<file path="src/rtl/mmio_uart_tx.sv">
// Memory-mapped UART transmitter: byte FIFO fed by committed stores, 8N1 serialiser.
// Define MMIO_UART_PARITY_EN for 8E1 framing with an even-parity bit.
module mmio_uart_tx #(
   parameter int unsigned CLK_HZ    = 50000000,
   parameter int unsigned BAUD      = 9600,
   parameter logic [7:0]  BASE_ADDR = 8'hF0,
   parameter int unsigned DEPTH     = 4
) (
   input  logic       clk,
   input  logic       rst,
   input  logic [7:0] address,
   input  logic [7:0] wdata,
   input  logic       wren,
   input  logic       commit,
   output logic [7:0] rdata,
   output logic       rd_hit,
   output logic       tx,
   output logic       busy
);

   localparam int unsigned CLKS_PER_BIT = CLK_HZ / BAUD;
   localparam int unsigned CNT_W        = (CLKS_PER_BIT > 1) ? $clog2(CLKS_PER_BIT) : 1;
   localparam int unsigned AW           = $clog2(DEPTH);
   localparam int unsigned PW           = AW + 1;
   localparam logic [7:0]       STAT_ADDR = 8'(BASE_ADDR + 8'd1);
   localparam logic [CNT_W-1:0] CNT_LAST  = CNT_W'(CLKS_PER_BIT - 1);

   typedef enum logic [2:0] {
      IDLE,
      START,
      DATA,
`ifdef MMIO_UART_PARITY_EN
      PARITY,
`endif
      STOP
   } state_e;

   state_e           state_q, state_d;
   logic [CNT_W-1:0] cnt_q, cnt_d;
   logic [2:0]       bit_q, bit_d;
   logic [7:0]       data_q, data_d;
   logic             tx_q, tx_d;
   logic             busy_q, busy_d;
   logic             ovf_q, ovf_d;
   logic [PW-1:0]    wptr_q, wptr_d;
   logic [PW-1:0]    rptr_q, rptr_d;
   logic [7:0]       mem_q [DEPTH];

   logic [PW-1:0] count;
   logic          full;
   logic          empty;
   logic          push_req;
   logic          clr_req;
   logic          push;
   logic          pop;
   logic          cnt_end;
   logic [7:0]    head;

   // Pointers carry one extra wrap bit so full and empty are distinguishable.
   assign count    = wptr_q - rptr_q;
   assign full     = (wptr_q ^ rptr_q) == {1'b1, {AW{1'b0}}};
   assign empty    = (wptr_q == rptr_q);
   assign push_req = commit & wren & (address == BASE_ADDR);
   assign clr_req  = commit & wren & (address == STAT_ADDR);
   assign push     = push_req & ~full;
   assign cnt_end  = (cnt_q == CNT_LAST);
   assign head     = mem_q[rptr_q[AW-1:0]];

   // Frame sequencer; tx is computed for the next state so the line is a clean flop output.
   always_comb begin
      state_d = state_q;
      cnt_d   = cnt_q;
      bit_d   = bit_q;
      data_d  = data_q;
      tx_d    = tx_q;
      busy_d  = busy_q;
      pop     = 1'b0;
      case (state_q)
         IDLE: begin
            cnt_d = '0;
            tx_d  = 1'b1;
            if (!empty) begin
               pop     = 1'b1;
               data_d  = head;
               bit_d   = 3'd0;
               state_d = START;
               tx_d    = 1'b0;
               busy_d  = 1'b1;
            end
         end
         START: begin
            cnt_d = cnt_q + CNT_W'(1);
            if (cnt_end) begin
               cnt_d   = '0;
               bit_d   = 3'd0;
               state_d = DATA;
               tx_d    = data_q[0];
            end
         end
         DATA: begin
            cnt_d = cnt_q + CNT_W'(1);
            if (cnt_end) begin
               cnt_d = '0;
               bit_d = bit_q + 3'd1;
               if (bit_q == 3'd7) begin
`ifdef MMIO_UART_PARITY_EN
                  state_d = PARITY;
                  tx_d    = ^data_q;
`else
                  state_d = STOP;
                  tx_d    = 1'b1;
`endif
               end else begin
                  tx_d = data_q[bit_d];
               end
            end
         end
`ifdef MMIO_UART_PARITY_EN
         PARITY: begin
            cnt_d = cnt_q + CNT_W'(1);
            if (cnt_end) begin
               cnt_d   = '0;
               state_d = STOP;
               tx_d    = 1'b1;
            end
         end
`endif
         STOP: begin
            cnt_d = cnt_q + CNT_W'(1);
            if (cnt_end) begin
               cnt_d = '0;
               // Chain straight into the next start bit when data is waiting.
               if (!empty) begin
                  pop     = 1'b1;
                  data_d  = head;
                  bit_d   = 3'd0;
                  state_d = START;
                  tx_d    = 1'b0;
               end else begin
                  state_d = IDLE;
                  tx_d    = 1'b1;
                  busy_d  = 1'b0;
               end
            end
         end
         default: begin
            state_d = IDLE;
            cnt_d   = '0;
            tx_d    = 1'b1;
            busy_d  = 1'b0;
         end
      endcase
   end

   // FIFO pointers and sticky overflow; a dropped push outranks a clear.
   always_comb begin
      wptr_d = wptr_q + PW'(push);
      rptr_d = rptr_q + PW'(pop);
      ovf_d  = ovf_q;
      if (clr_req) ovf_d = 1'b0;
      if (push_req && full) ovf_d = 1'b1;
   end

   always_ff @(posedge clk or negedge rst) begin
      if (!rst) begin
         state_q <= IDLE;
         cnt_q   <= '0;
         bit_q   <= 3'd0;
         data_q  <= 8'h00;
         tx_q    <= 1'b1;
         busy_q  <= 1'b0;
         ovf_q   <= 1'b0;
         wptr_q  <= '0;
         rptr_q  <= '0;
      end else begin
         state_q <= state_d;
         cnt_q   <= cnt_d;
         bit_q   <= bit_d;
         data_q  <= data_d;
         tx_q    <= tx_d;
         busy_q  <= busy_d;
         ovf_q   <= ovf_d;
         wptr_q  <= wptr_d;
         rptr_q  <= rptr_d;
      end
   end

   // Storage needs no reset; reset empties the FIFO through the pointers.
   always_ff @(posedge clk) begin
      if (push) mem_q[wptr_q[AW-1:0]] <= wdata;
   end

   always_comb begin
      rdata = 8'h00;
      if (address == STAT_ADDR) rdata = {4'(count), 1'b0, ovf_q, busy_q, full};
   end

   assign rd_hit = (address == BASE_ADDR) || (address == STAT_ADDR);
   assign tx     = tx_q;
   assign busy   = busy_q;

endmodule

</file>
<file path="config.mk">
export PLATFORM = sky130hd
export DESIGN_NAME = mmio_uart_tx
export DESIGN_NICKNAME = d
export VERILOG_FILES = /design/src/rtl/mmio_uart_tx.sv
export SDC_FILE = /design/constraint.sdc
export NUM_CORES = 1
export LEC_CHECK = 0
export BUFFER_PORTS_ARGS = -buffer_cell sky130_fd_sc_hd__clkbuf_2
export CORE_MARGIN = 2
export CORE_UTILIZATION = 58
export CTS_CLUSTER_SIZE = 12
export DETAILED_ROUTE_END_ITERATION = 10
export GPL_TIMING_DRIVEN = 0
export PLACE_DENSITY = 0.77
export SKIP_CTS_REPAIR_TIMING = 1
export SLEW_MARGIN = 5
export SYNTH_ARGS = -nofsm -noshare
export SYNTH_HDL_FRONTEND = slang
export SYNTH_SLANG_ARGS = --single-unit
</file>
<file path="constraint.sdc">
create_clock -name clk -period 3.2 [get_ports clk]
set_input_delay 0.64 -clock clk [delete_from_list [all_inputs] [get_ports clk]]
set_output_delay 0.64 -clock clk [all_outputs]
set_load 0.1 [all_outputs]
</file>
==> impl_summary.log, run 1 <==
INFO  metric cts_inserted_buffers = 9
INFO  metric min-delay-path-class = in2async
INFO  metric cts-htree-levels = 3
INFO  metric outcome = complete, no violations
INFO  metric biggest_fanout_along_the_worst_timing_path = 4
INFO  metric crit_arrival = ~2.2 ns
INFO  metric critPathSlowestCell = sky130_fd_sc_hd__fa_1
INFO  metric synth.distinct_cells = 42
INFO  metric clockRootBuffer = sky130_fd_sc_hd__clkbuf_8
INFO  metric start_util = 60.3%
INFO  metric fp.dieArea = about 6000 um^2
INFO  metric synth_fa_ha_area_share = 6.30%
INFO  metric timing.max_cap.violations = 0
INFO  metric yosysSeqAreaShare = 59.3%
INFO  metric worst_path_most_repeated_cell = sky130_fd_sc_hd__inv_1
INFO  metric path_class = reg2out
INFO  metric grt_start_max_net_pins = 36
INFO  metric routed_wl = approximately 4900 um
INFO  metric placementRows = 26
INFO  metric detail_route.first_pass.iterations = 4
INFO  metric placement.cell_area = ~3400 um^2
INFO  metric detail_route.iter0.violations = between 70 and 80
INFO  metric cts_tree = yes
INFO  metric core_area = 5140 um^2
INFO  metric final_nets = roughly 300
INFO  metric final.period_utilization = 89.8%
INFO  metric report.final.slew_viol_count = 0
INFO  metric grt_antenna_before_repair = 0
INFO  metric vias_in_the_first_global_route = ~1800
INFO  metric synth-edff-count = 32
INFO  metric critPathRequiredTime = roughly 2.6 ns
INFO  metric regToRegEndpoint = mem_q[0][6]
INFO  metric io_buffers = 28
INFO  metric die_width = around 77 um
INFO  metric synthesis.instances = 219
INFO  metric relSlewSlack = approximately 43%
INFO  metric finalNonFillerCells = 334
INFO  metric finish.instance_area = approximately 3600 um^2
INFO  metric netlist_area = 3100 um^2
INFO  metric nFillCells = 387
INFO  metric synth.avg_cell_area = between 10 and 15 um^2
INFO  metric grt_setup_unrepaired = false
INFO  metric gr-usage-all-layers = 19.0%
INFO  metric setup.worst_path.end_class = primary output
INFO  metric setup_violations = 0
INFO  metric drive_above_1_share = approximately a third
INFO  metric timing.final.ws_setup = 0.326 ns
INFO  metric synth-main-ff-cell = sky130_fd_sc_hd__dfrtp_1
INFO  metric synth_top_cells_by_count = 34 x sky130_fd_sc_hd__dfrtp_1, 32 x sky130_fd_sc_hd__edfxtp_1, 20 x sky130_fd_sc_hd__nor2_1
INFO  metric multiInputGateArea = between 1000 and 1500 um^2
INFO  metric dp_cells = approximately 320
INFO  metric synth_xor_area_share = under 10%
INFO  metric max-vdd-ir-drop = between 0.4 and 0.5 mV
INFO  metric final_critical_delay_including_setup_and_external_delays = 2.87 ns
INFO  metric finalClockSkew = 0.00892 ns
INFO  metric drtAntennaViolNets = 0
INFO  metric worstSetupStartpointType = flip-flop
INFO  metric synth.yosys.warnings = 0
INFO  metric seqCellArea = approximately 1800 um^2
INFO  metric clockBufferDepth = 2
INFO  metric yosys.cell_count.top_type = sky130_fd_sc_hd__dfrtp_1
INFO  metric cts.sink_count = 67
INFO  metric latest_clock_arrival_within_the_worst_skew_pair = 0.33 ns
INFO  metric synth.top_cell.area_share = between 30% and 40%
INFO  metric ff2ff_path_depth = 7
INFO  metric pre_cts_slack = about 0.12 ns
INFO  metric cts.clk_slew.worst_paths = about 0.07 ns
INFO  metric detail_route.vias_per_cell = approximately 5.4
INFO  metric synth.area.top_cells = sky130_fd_sc_hd__edfxtp_1 31%, sky130_fd_sc_hd__dfrtp_1 27%, sky130_fd_sc_hd__mux4_2 7.3%, sky130_fd_sc_hd__ha_1 5.7%, sky130_fd_sc_hd__xnor2_1 3.1%
INFO  metric grt_first_pass_wirelength = around 8400 um
INFO  metric regToRegStartpoint = rptr_q[1]
INFO  metric post_synth_top_area_cell = sky130_fd_sc_hd__edfxtp_1
INFO  metric cpPeakStageDelay = 0.47 ns
INFO  metric hpwl = approximately 3500 um
INFO  metric power.total = roughly 2.8 mW
INFO  metric diodes = 0
INFO  metric ffs_w_async_s_r_synth = 52.2%
INFO  metric die_height = just under 80 um
INFO  metric wire_per_inst = 14.7 um
INFO  metric vias = approximately 1800
INFO  metric reg2reg_setup_slack = 0.38 ns
INFO  metric grt-ovfl-total = 0
INFO  metric synth_compound_gate_area_share = about 3.7%
INFO  metric max_freq = around 350 MHz
INFO  metric gp_congestion = 0.801
INFO  metric total_of_flip_flops_plus_latches_after_synthesis = 67
INFO  metric largest_family_of_logic_cells_by_synthesized_area = multiplexers
INFO  metric worstPathCellList = inv_1, ha_1, inv_1, fa_1, and3_2, clkbuf_2
INFO  metric ios = 31
INFO  metric drc = 0
INFO  metric tightestPinTransition = roughly 0.85 ns
INFO  metric hold_viol = 0
INFO  metric cellLeakagePower = 1.48 nW
INFO  metric post_synth_mux_area_share = 12.3%
INFO  metric power_per_cell_area = approximately 790 nW/um^2
INFO  metric synth-simple-area-share = 11.3%
INFO  metric post_synthesis_to_final_layout_area_growth = 15.3%
[cell usage in the layout, fill, tap and decap left out, types with 3 or more instances in the layout]
cell type,instances
sky130_fd_sc_hd__dfrtp_1,34
sky130_fd_sc_hd__edfxtp_1,32
sky130_fd_sc_hd__clkbuf_2,29
sky130_fd_sc_hd__nor2_1,18
sky130_fd_sc_hd__inv_1,14
sky130_fd_sc_hd__ha_1,14
sky130_fd_sc_hd__xnor2_1,11
sky130_fd_sc_hd__nand2_1,11
sky130_fd_sc_hd__mux4_2,10
sky130_fd_sc_hd__clkbuf_8,10
sky130_fd_sc_hd__mux2_2,8
sky130_fd_sc_hd__nor3_1,6
sky130_fd_sc_hd__nand3_1,5
sky130_fd_sc_hd__mux2i_1,5
sky130_fd_sc_hd__nor3_4,4
sky130_fd_sc_hd__xor2_1,4
sky130_fd_sc_hd__a21oi_1,3
sky130_fd_sc_hd__nor4_1,3
sky130_fd_sc_hd__and3_2,3
sky130_fd_sc_hd__a41oi_1,3
sky130_fd_sc_hd__clkbuf_1,3
[kinds of logic after synthesis]
logic type,after synthesis
fa+ha+maj,15
compound gates,13
buf+inv,20
mux,24
flops,67
other cells,1
simple gates,64
xor+xnor,15
[area by class of cell]
cell class	count	share of cell area (%)
Buffer	5	0.806
Timing Repair Buffer	28	3.92
Sequential cell	67	51.5
Clock buffer	13	4.17
Clock inverter	3	1.12
Multi-Input combinational cell	133	34.5
Tap cell	70	2.45
Inverter	15	1.58
[how the worst max path moves through the flow]
stage                     startpoint     endpoint  slack, ns  cells past startpoint
after floorplan           address[3]     rdata[6]      -0.61                      4
after global placement     rptr_q[1]  mem_q[1][5]       0.10                      7
after detailed placement   rptr_q[1]  mem_q[1][5]       0.12                      7
after CTS                  rptr_q[1]  mem_q[1][2]        0.1                      7
after global routing       wptr_q[0]     rdata[6]       0.20                      7
final                      wptr_q[0]     rdata[5]       0.33                      6
[per-stage QoR]
stage	utilization, %	setup TNS [ns]	hold slack [ns]
floorplan	-	-5.67	0.344
global placement	65.8	0	0.445
detailed placement	65.8	0	0.461
CTS	69.5	0	0.438
global route	69.5	0	0.495
finish	69.5	0	0.406
[sequential cells by signal, summed over array words and instances (netlist names), 2 cells and up]
signal   flops
bit_q        3
state_q      2
mem_q       32
data_q       8
rptr_q       3
cnt_q       13
wptr_q       3
[critical path, delay by kind of cell, from the launching register on]
family	cells	cell delay (ns)
buf+inv	3	0.66
flops	1	0.43
simple gates	1	0.17
fa+ha+maj	2	0.65
[routing by layer]
layer	routed length, um	vias to the layer above	track usage [%]
li1	-	879	-
met4	87	0	10.5
met2	2490	23	31.6
met3	112	8	3.76
met5	0	-	0
met1	2230	881	23.4
[power by group]
| part | internal (mW) | switching (mW) | leakage [nW] |
|---|---|---|---|
| combinational | 0.467 | 0.578 | 0.645 |
| clock | 0.380 | 0.286 | 0.0974 |
| sequential | 1.04 | 0.0845 | 0.738 |
Power figures use the tool's default switching activity.
==> run 2, diff against run 1 <==
- CORE_UTILIZATION: 58 -> 35
- PLACE_DENSITY: 0.77 -> 0.5
==> run 2 against run 1 <==
Net effect: largest cell class unchanged; largest power group unchanged; combinational power is essentially flat; routed wire length rose by 6.0%; flip-flop and latch count unchanged; hold slack better by 0.018 ns; count of clock-buffer cells in the layout fell by 3; sequential power barely moved; die area up 62%; first-iteration DRC count down 54%; final cell count increased by 11%; non-clock buffer count unchanged; critical path type is now reg2reg; global-route usage down 6.8 points; clock skew down 0.0013 ns.
==> impl_summary.log, run 2 (same netlist as run 1, synthesis figures left out) <==
INFO  metric timing.final.ws_setup = 0.335 ns (+0.00890 ns)
INFO  metric drive_above_1_share = 32.2% (+0.76 points)
INFO  metric worstPathCellList = clkbuf_2, inv_1, ha_1, nand2_1, nor2_1, or4b_2, nor3_4
INFO  metric critPathSlowestCell = sky130_fd_sc_hd__or4b_2
INFO  metric ios = 31 (unchanged)
INFO  metric detail_route.first_pass.iterations = 3 (-1)
INFO  metric mostFrequentLayoutCell = sky130_fd_sc_hd__dfrtp_1
INFO  metric fp.dieArea = 9620 um^2 (+62%)
INFO  metric core_area = 8640 um^2 (+68%)
INFO  metric clockBufferDepth = 2 (unchanged)
INFO  metric final_nets = 294 (unchanged)
INFO  metric hpwl = 3690 um (+4.2%)
INFO  metric critPathRequiredTime = 3.18 ns (+0.62 ns)
INFO  metric final_cell_mix = 34 x sky130_fd_sc_hd__dfrtp_1, 32 x sky130_fd_sc_hd__edfxtp_1, 29 x sky130_fd_sc_hd__clkbuf_2
INFO  metric report.final.slew_viol_count = 0 (unchanged)
INFO  metric wire_per_inst = 14.0 um (-4.8%)
INFO  metric outcome = complete, no violations
INFO  metric detail_route.vias_per_cell = 4.77 (-11%)
INFO  metric grt-ovfl-total = 0 (unchanged)
INFO  metric detail_route.iter0.violations = 34 (-54%)
INFO  metric diodes = 0 (unchanged)
INFO  metric final_critical_delay_including_setup_and_external_delays = 2.87 ns (-0.00891 ns)
INFO  metric finalClockSkew = 0.00760 ns (-0.00132 ns)
INFO  metric biggest_fanout_along_the_worst_timing_path = 9 (+5)
INFO  metric setup.worst_path.end_class = flip-flop
INFO  metric gr-usage-all-layers = 12.2% (-6.8 points)
INFO  metric clockRootBuffer = sky130_fd_sc_hd__clkbuf_8
INFO  metric hold_viol = 0 (unchanged)
INFO  metric worstSetupStartpointType = flip-flop
INFO  metric placementRows = 34 (+31%)
INFO  metric power.total = 2.86 mW (+0.96%)
INFO  metric tightestPinTransition = 0.907 ns (+0.0582 ns)
INFO  metric cts_tree = yes
INFO  metric power_per_cell_area = 789 nW/um^2 (-0.54%)
INFO  metric gp_congestion = 0.690 (-14%)
INFO  metric cts-htree-levels = 3 (unchanged)
INFO  metric drtAntennaViolNets = 0 (unchanged)
INFO  metric setup_violations = 0 (unchanged)
INFO  metric routed_wl = 5220 um (+6.0%)
INFO  metric vias_in_the_first_global_route = 1904 (+4.7%)
INFO  metric vias = 1774 (-0.95%)
INFO  metric max_freq = 349 MHz (+0.31%)
INFO  metric io_buffers = 28 (unchanged)
INFO  metric min-delay-path-class = in2async
INFO  metric grt_antenna_before_repair = 0 (unchanged)
INFO  metric relSlewSlack = 39.5% (-3.9 points)
INFO  metric grt_setup_unrepaired = false
INFO  metric fin_util = 42.0% (-28 points)
INFO  metric max-vdd-ir-drop = 0.285 mV (-37%)
INFO  metric cellLeakagePower = 1.48 nW (-0.33%)
INFO  metric crit_arrival = 2.84 ns (+0.61 ns)
INFO  metric cts_inserted_buffers = 9 (unchanged)
INFO  metric drc = 0 (unchanged)
INFO  metric path_class = reg2reg
INFO  metric start_util = 35.9% (-24 points)
INFO  metric cts.clk_slew.worst_paths = 0.07 ns (about the same)
INFO  metric pre_cts_slack = 0.0548 ns (-0.0666 ns)
INFO  metric die_height = 98.1 um (+27%)
INFO  metric post_synthesis_to_final_layout_area_growth = 17.0%
INFO  metric die_width = 98.1 um (+27%)
INFO  metric grt_start_max_net_pins = 36 (unchanged)
INFO  metric final.period_utilization = 89.5% (-0.28 points)
INFO  metric cpPeakStageDelay = 0.78 ns (+0.31 ns)
INFO  metric timing.max_cap.violations = 0 (unchanged)
INFO  metric latest_clock_arrival_within_the_worst_skew_pair = 0.33 ns (about the same)
INFO  metric cts.sink_count = 67 (unchanged)
INFO  metric grt_first_pass_wirelength = 9200 um (+9.3%)
INFO  metric number_of_flip_flops_under_the_largest_register_name = 32 (unchanged)
## run 2: cell types whose count changed in the layout (fill, tap and decap cells not counted)
cell | previous run | this run
sky130_fd_sc_hd__clkbuf_8 | 10 | 9
sky130_fd_sc_hd__clkinvlp_4 | 0 | 2
sky130_fd_sc_hd__clkinv_4 | 0 | 2
sky130_fd_sc_hd__clkinv_2 | 2 | 1
sky130_fd_sc_hd__clkbuf_1 | 3 | 1
## run 2: final cells by class
cell class	instances	area [um^2]
Clock inverter	6	67.6
Inverter	15	56.3
Multi-Input combinational cell	133	1230
Clock buffer	10	128
Tap cell	108	135
Timing Repair Buffer	28	140
Buffer	5	28.8
Sequential cell	67	1840
Fill cell	826	5010
## run 2: worst paths after layout
check | endpoint | cells after the start | from | slack [ns]
max in group asynchronous | data_q[3] | 1 | rst | 2.21
setup reg to reg | mem_q[1][1] | 7 | rptr_q[1] | 0.33
setup / recovery | mem_q[1][1] | 7 | rptr_q[1] | 0.33
min in group clk | cnt_q[0] | 1 | cnt_q[0] | 0.47
hold reg to reg | cnt_q[0] | 1 | cnt_q[0] | 0.47
hold / removal | state_q[0] | 1 | rst | 0.42
## run 2: layer usage
metal  global-route usage [%]  up-vias  routed length, um
met1                     16.0      868               2540
met5                        0        -                  0
li1                         -      878                  -
met2                     19.3       19               2440
met4                     5.13        0                 85
met3                     3.22        9                156
## run 2: power by group
part	internal [mW]	switching (mW)
registers	1.04	0.0869
clock network	0.361	0.325
logic	0.465	0.585
## run 2: stage by stage
step	hold slack, ns	instance area [um^2]	TNS, ns	instances
final	0.425	3630	0	372
after global routing	0.488	3630	0	372
after CTS	0.458	3620	0	372
after detailed placement	0.458	3430	0	356
after global placement	0.456	3430	0	356
after floorplan	0.344	3150	-5.67	220
## run 2: worst max-delay path, delay by kind of cell (launching register included)
family                   cells  cell delay [ns]
buffers and inverters        2             0.38
AND/OR/NAND/NOR              4             1.45
flip-flops                   1             0.35
adder cells (fa/ha/maj)      1             0.33
==> run 3, diff against run 2 <==
- CAP_MARGIN: unset -> 20
- CELL_PAD_IN_SITES_DETAIL_PLACEMENT: unset -> 1
- CELL_PAD_IN_SITES_GLOBAL_PLACEMENT: unset -> 2
- PLACE_DENSITY: 0.5 -> 0.66
==> run 3 against run 2 <==
Net effect: routed wire length up 9.4%; sequential power about the same; final cell count did not move; cell area fell by 0.48%; combinational power barely moved; critical path type is now reg2out; clock skew is 0.0018 ns higher; die area did not move; global-route usage is 0.84 points higher; first-iteration DRC count shrank 38%; hold slack better by 0.00091 ns; register-to-register slack hardly changed.
==> impl_summary.log, run 3 (same netlist as run 1, synthesis figures left out) <==
INFO  metric placementRows = 34 (unchanged)
INFO  metric die_width = 98.1 um (unchanged)
INFO  metric ios = 31 (unchanged)
INFO  metric path_class = reg2out
INFO  metric dp_cells = 356 (unchanged)
INFO  metric cp_num_cells = 6 (-1)
INFO  metric final_nets = 294 (unchanged)
INFO  metric fin_util = 41.8% (-0.20 points)
INFO  metric power_per_cell_area = 786 nW/um^2 (-0.48%)
INFO  metric hold_viol = 0 (unchanged)
INFO  metric final.period_utilization = 90.4% (+0.89 points)
INFO  metric timing.max_cap.violations = 0 (unchanged)
INFO  metric drtAntennaViolNets = 0 (unchanged)
INFO  metric post_synthesis_to_final_layout_area_growth = 16.5%
INFO  metric cp.buffers_inverters = 3 (+1)
INFO  metric finalNonFillerCells = 372 (unchanged)
INFO  metric grt_start_max_net_pins = 36 (unchanged)
INFO  metric detail_route.first_pass.iterations = 4 (+1)
INFO  metric max-vdd-ir-drop = 0.351 mV (+23%)
INFO  metric setup.worst_path.end_class = primary output
INFO  metric worst_path_most_repeated_cell = sky130_fd_sc_hd__inv_1
INFO  metric drive_above_1_share = 32.2% (unchanged)
INFO  metric gp_congestion = 0.686 (-0.58%)
INFO  metric finish.instance_area = 3610 um^2 (-0.48%)
INFO  metric diodes = 0 (unchanged)
INFO  metric report.final.slew_viol_count = 0 (unchanged)
INFO  metric cpPeakStageDelay = 0.48 ns (-0.30 ns)
INFO  metric biggest_fanout_along_the_worst_timing_path = 4 (-5)
INFO  metric wire_per_inst = 15.3 um (+9.4%)
INFO  metric fin_worst_hold_slack = 0.426 ns (+0.000911 ns)
INFO  metric grt_setup_unrepaired = false
INFO  metric grt-ovfl-total = 0 (unchanged)
INFO  metric fp.dieArea = 9620 um^2 (unchanged)
INFO  metric detail_route.iter0.violations = 21 (-38%)
INFO  metric power.total = 2.83 mW (-0.96%)
INFO  metric mostFrequentLayoutCell = sky130_fd_sc_hd__dfrtp_1
INFO  metric tightestPinTransition = 0.933 ns (+0.0254 ns)
INFO  metric grt_first_pass_wirelength = 9490 um (+3.2%)
INFO  metric hpwl = 4080 um (+10%)
INFO  metric latest_clock_arrival_within_the_worst_skew_pair = 0.34 ns (about the same)
INFO  metric pre_cts_slack = 0.0161 ns (-0.0388 ns)
INFO  metric cts_tree = yes
INFO  metric routed_wl = 5710 um (+9.4%)
INFO  metric placement.cell_area = 3430 um^2 (unchanged)
INFO  metric number_of_flip_flops_under_the_largest_register_name = 32 (unchanged)
INFO  metric nFillCells = 895 (+8.4%)
INFO  metric crit_family = buffers and inverters
INFO  metric tns = 0 ns (unchanged)
INFO  metric vias_in_the_first_global_route = 1848 (-2.9%)
INFO  metric detail_route.vias_per_cell = 4.92 (+3.1%)
INFO  metric ff2ff_path_depth = 7 (unchanged)
INFO  metric cts.clk_slew.worst_paths = 0.08 ns (about the same)
INFO  metric cellLeakagePower = 1.47 nW (-0.61%)
INFO  metric crit_arrival = 2.25 ns (-0.59 ns)
INFO  metric core_area = 8640 um^2 (unchanged)
INFO  metric setup_violations = 0 (unchanged)
INFO  metric io_buffers = 28 (unchanged)
INFO  metric relSlewSlack = 37.8% (-1.7 points)
INFO  metric worstSetupStartpointType = flip-flop
INFO  metric cts-htree-levels = 3 (unchanged)
INFO  metric cts_inserted_buffers = 9 (unchanged)
INFO  metric outcome = complete, no violations
INFO  metric final_cell_mix = 34 x sky130_fd_sc_hd__dfrtp_1, 32 x sky130_fd_sc_hd__edfxtp_1, 29 x sky130_fd_sc_hd__clkbuf_2
INFO  metric gr-usage-all-layers = 13.0% (+0.84 points)
INFO  metric max_freq = 346 MHz (-0.98%)
INFO  metric start_util = 35.9% (unchanged)
INFO  metric vias = 1829 (+3.1%)
INFO  metric final_critical_delay_including_setup_and_external_delays = 2.89 ns (+0.0285 ns)
INFO  metric clockRootBuffer = sky130_fd_sc_hd__clkbuf_8
INFO  metric finalClockSkew = 0.00940 ns (+0.00180 ns)
INFO  metric min-delay-path-class = in2async
INFO  metric clockBufferDepth = 2 (unchanged)
INFO  metric die_height = 98.1 um (unchanged)
INFO  metric drc = 0 (unchanged)
INFO  metric grt_antenna_before_repair = 0 (unchanged)
INFO  metric critPathRequiredTime = 2.56 ns (-0.62 ns)
INFO  metric worstPathCellList = inv_1, ha_1, inv_1, fa_1, and3_2, clkbuf_2
INFO  metric critPathSlowestCell = sky130_fd_sc_hd__fa_1
INFO  metric cts.sink_count = 67 (unchanged)
INFO  metric timing.final.ws_setup = 0.306 ns (-0.0285 ns)
[run 3: path summary, 6_finish.rpt]
check / start / end / slack, ns
min reg2reg: cnt_q[0] / cnt_q[0] / 0.48
max: wptr_q[0] / rdata[5] / 0.31
min: rst / ovf_q / 0.43
max in group asynchronous: rst / rptr_q[0] / 2.19
max reg2reg: rptr_q[1] / mem_q[0][0] / 0.33
min in group clk: cnt_q[0] / cnt_q[0] / 0.48
[run 3: layout make-up]
| type | instances | area, um^2 | share of cell area [%] |
|---|---|---|---|
| Clock buffer | 10 | 128 | 3.54 |
| Timing Repair Buffer | 28 | 140 | 3.88 |
| Buffer | 5 | 28.8 | 0.798 |
| Sequential cell | 67 | 1840 | 50.9 |
| Inverter | 15 | 56.3 | 1.56 |
| Clock inverter | 6 | 50.0 | 1.39 |
| Multi-Input combinational cell | 133 | 1230 | 34.2 |
| Tap cell | 108 | 135 | 3.74 |
[run 3: metal layers]
| layer | global-route usage (%) | vias to the layer above | share of wire (%) |
|---|---|---|---|
| met2 | 20.3 | 21 | 48 |
| li1 | - | 884 | - |
| met3 | 4.08 | 8 | 2.9 |
| met4 | 5.13 | 0 | 1.8 |
| met1 | 17.1 | 916 | 47 |
| met5 | 0 | - | 0 |
[run 3: report_power, final]
part / leakage, nW / internal [mW] / switching, mW
clock network: 0.0835 / 0.289 / 0.354
registers: 0.738 / 1.04 / 0.0874
logic: 0.645 / 0.467 / 0.598
total: 1.47 / 1.80 / 1.04
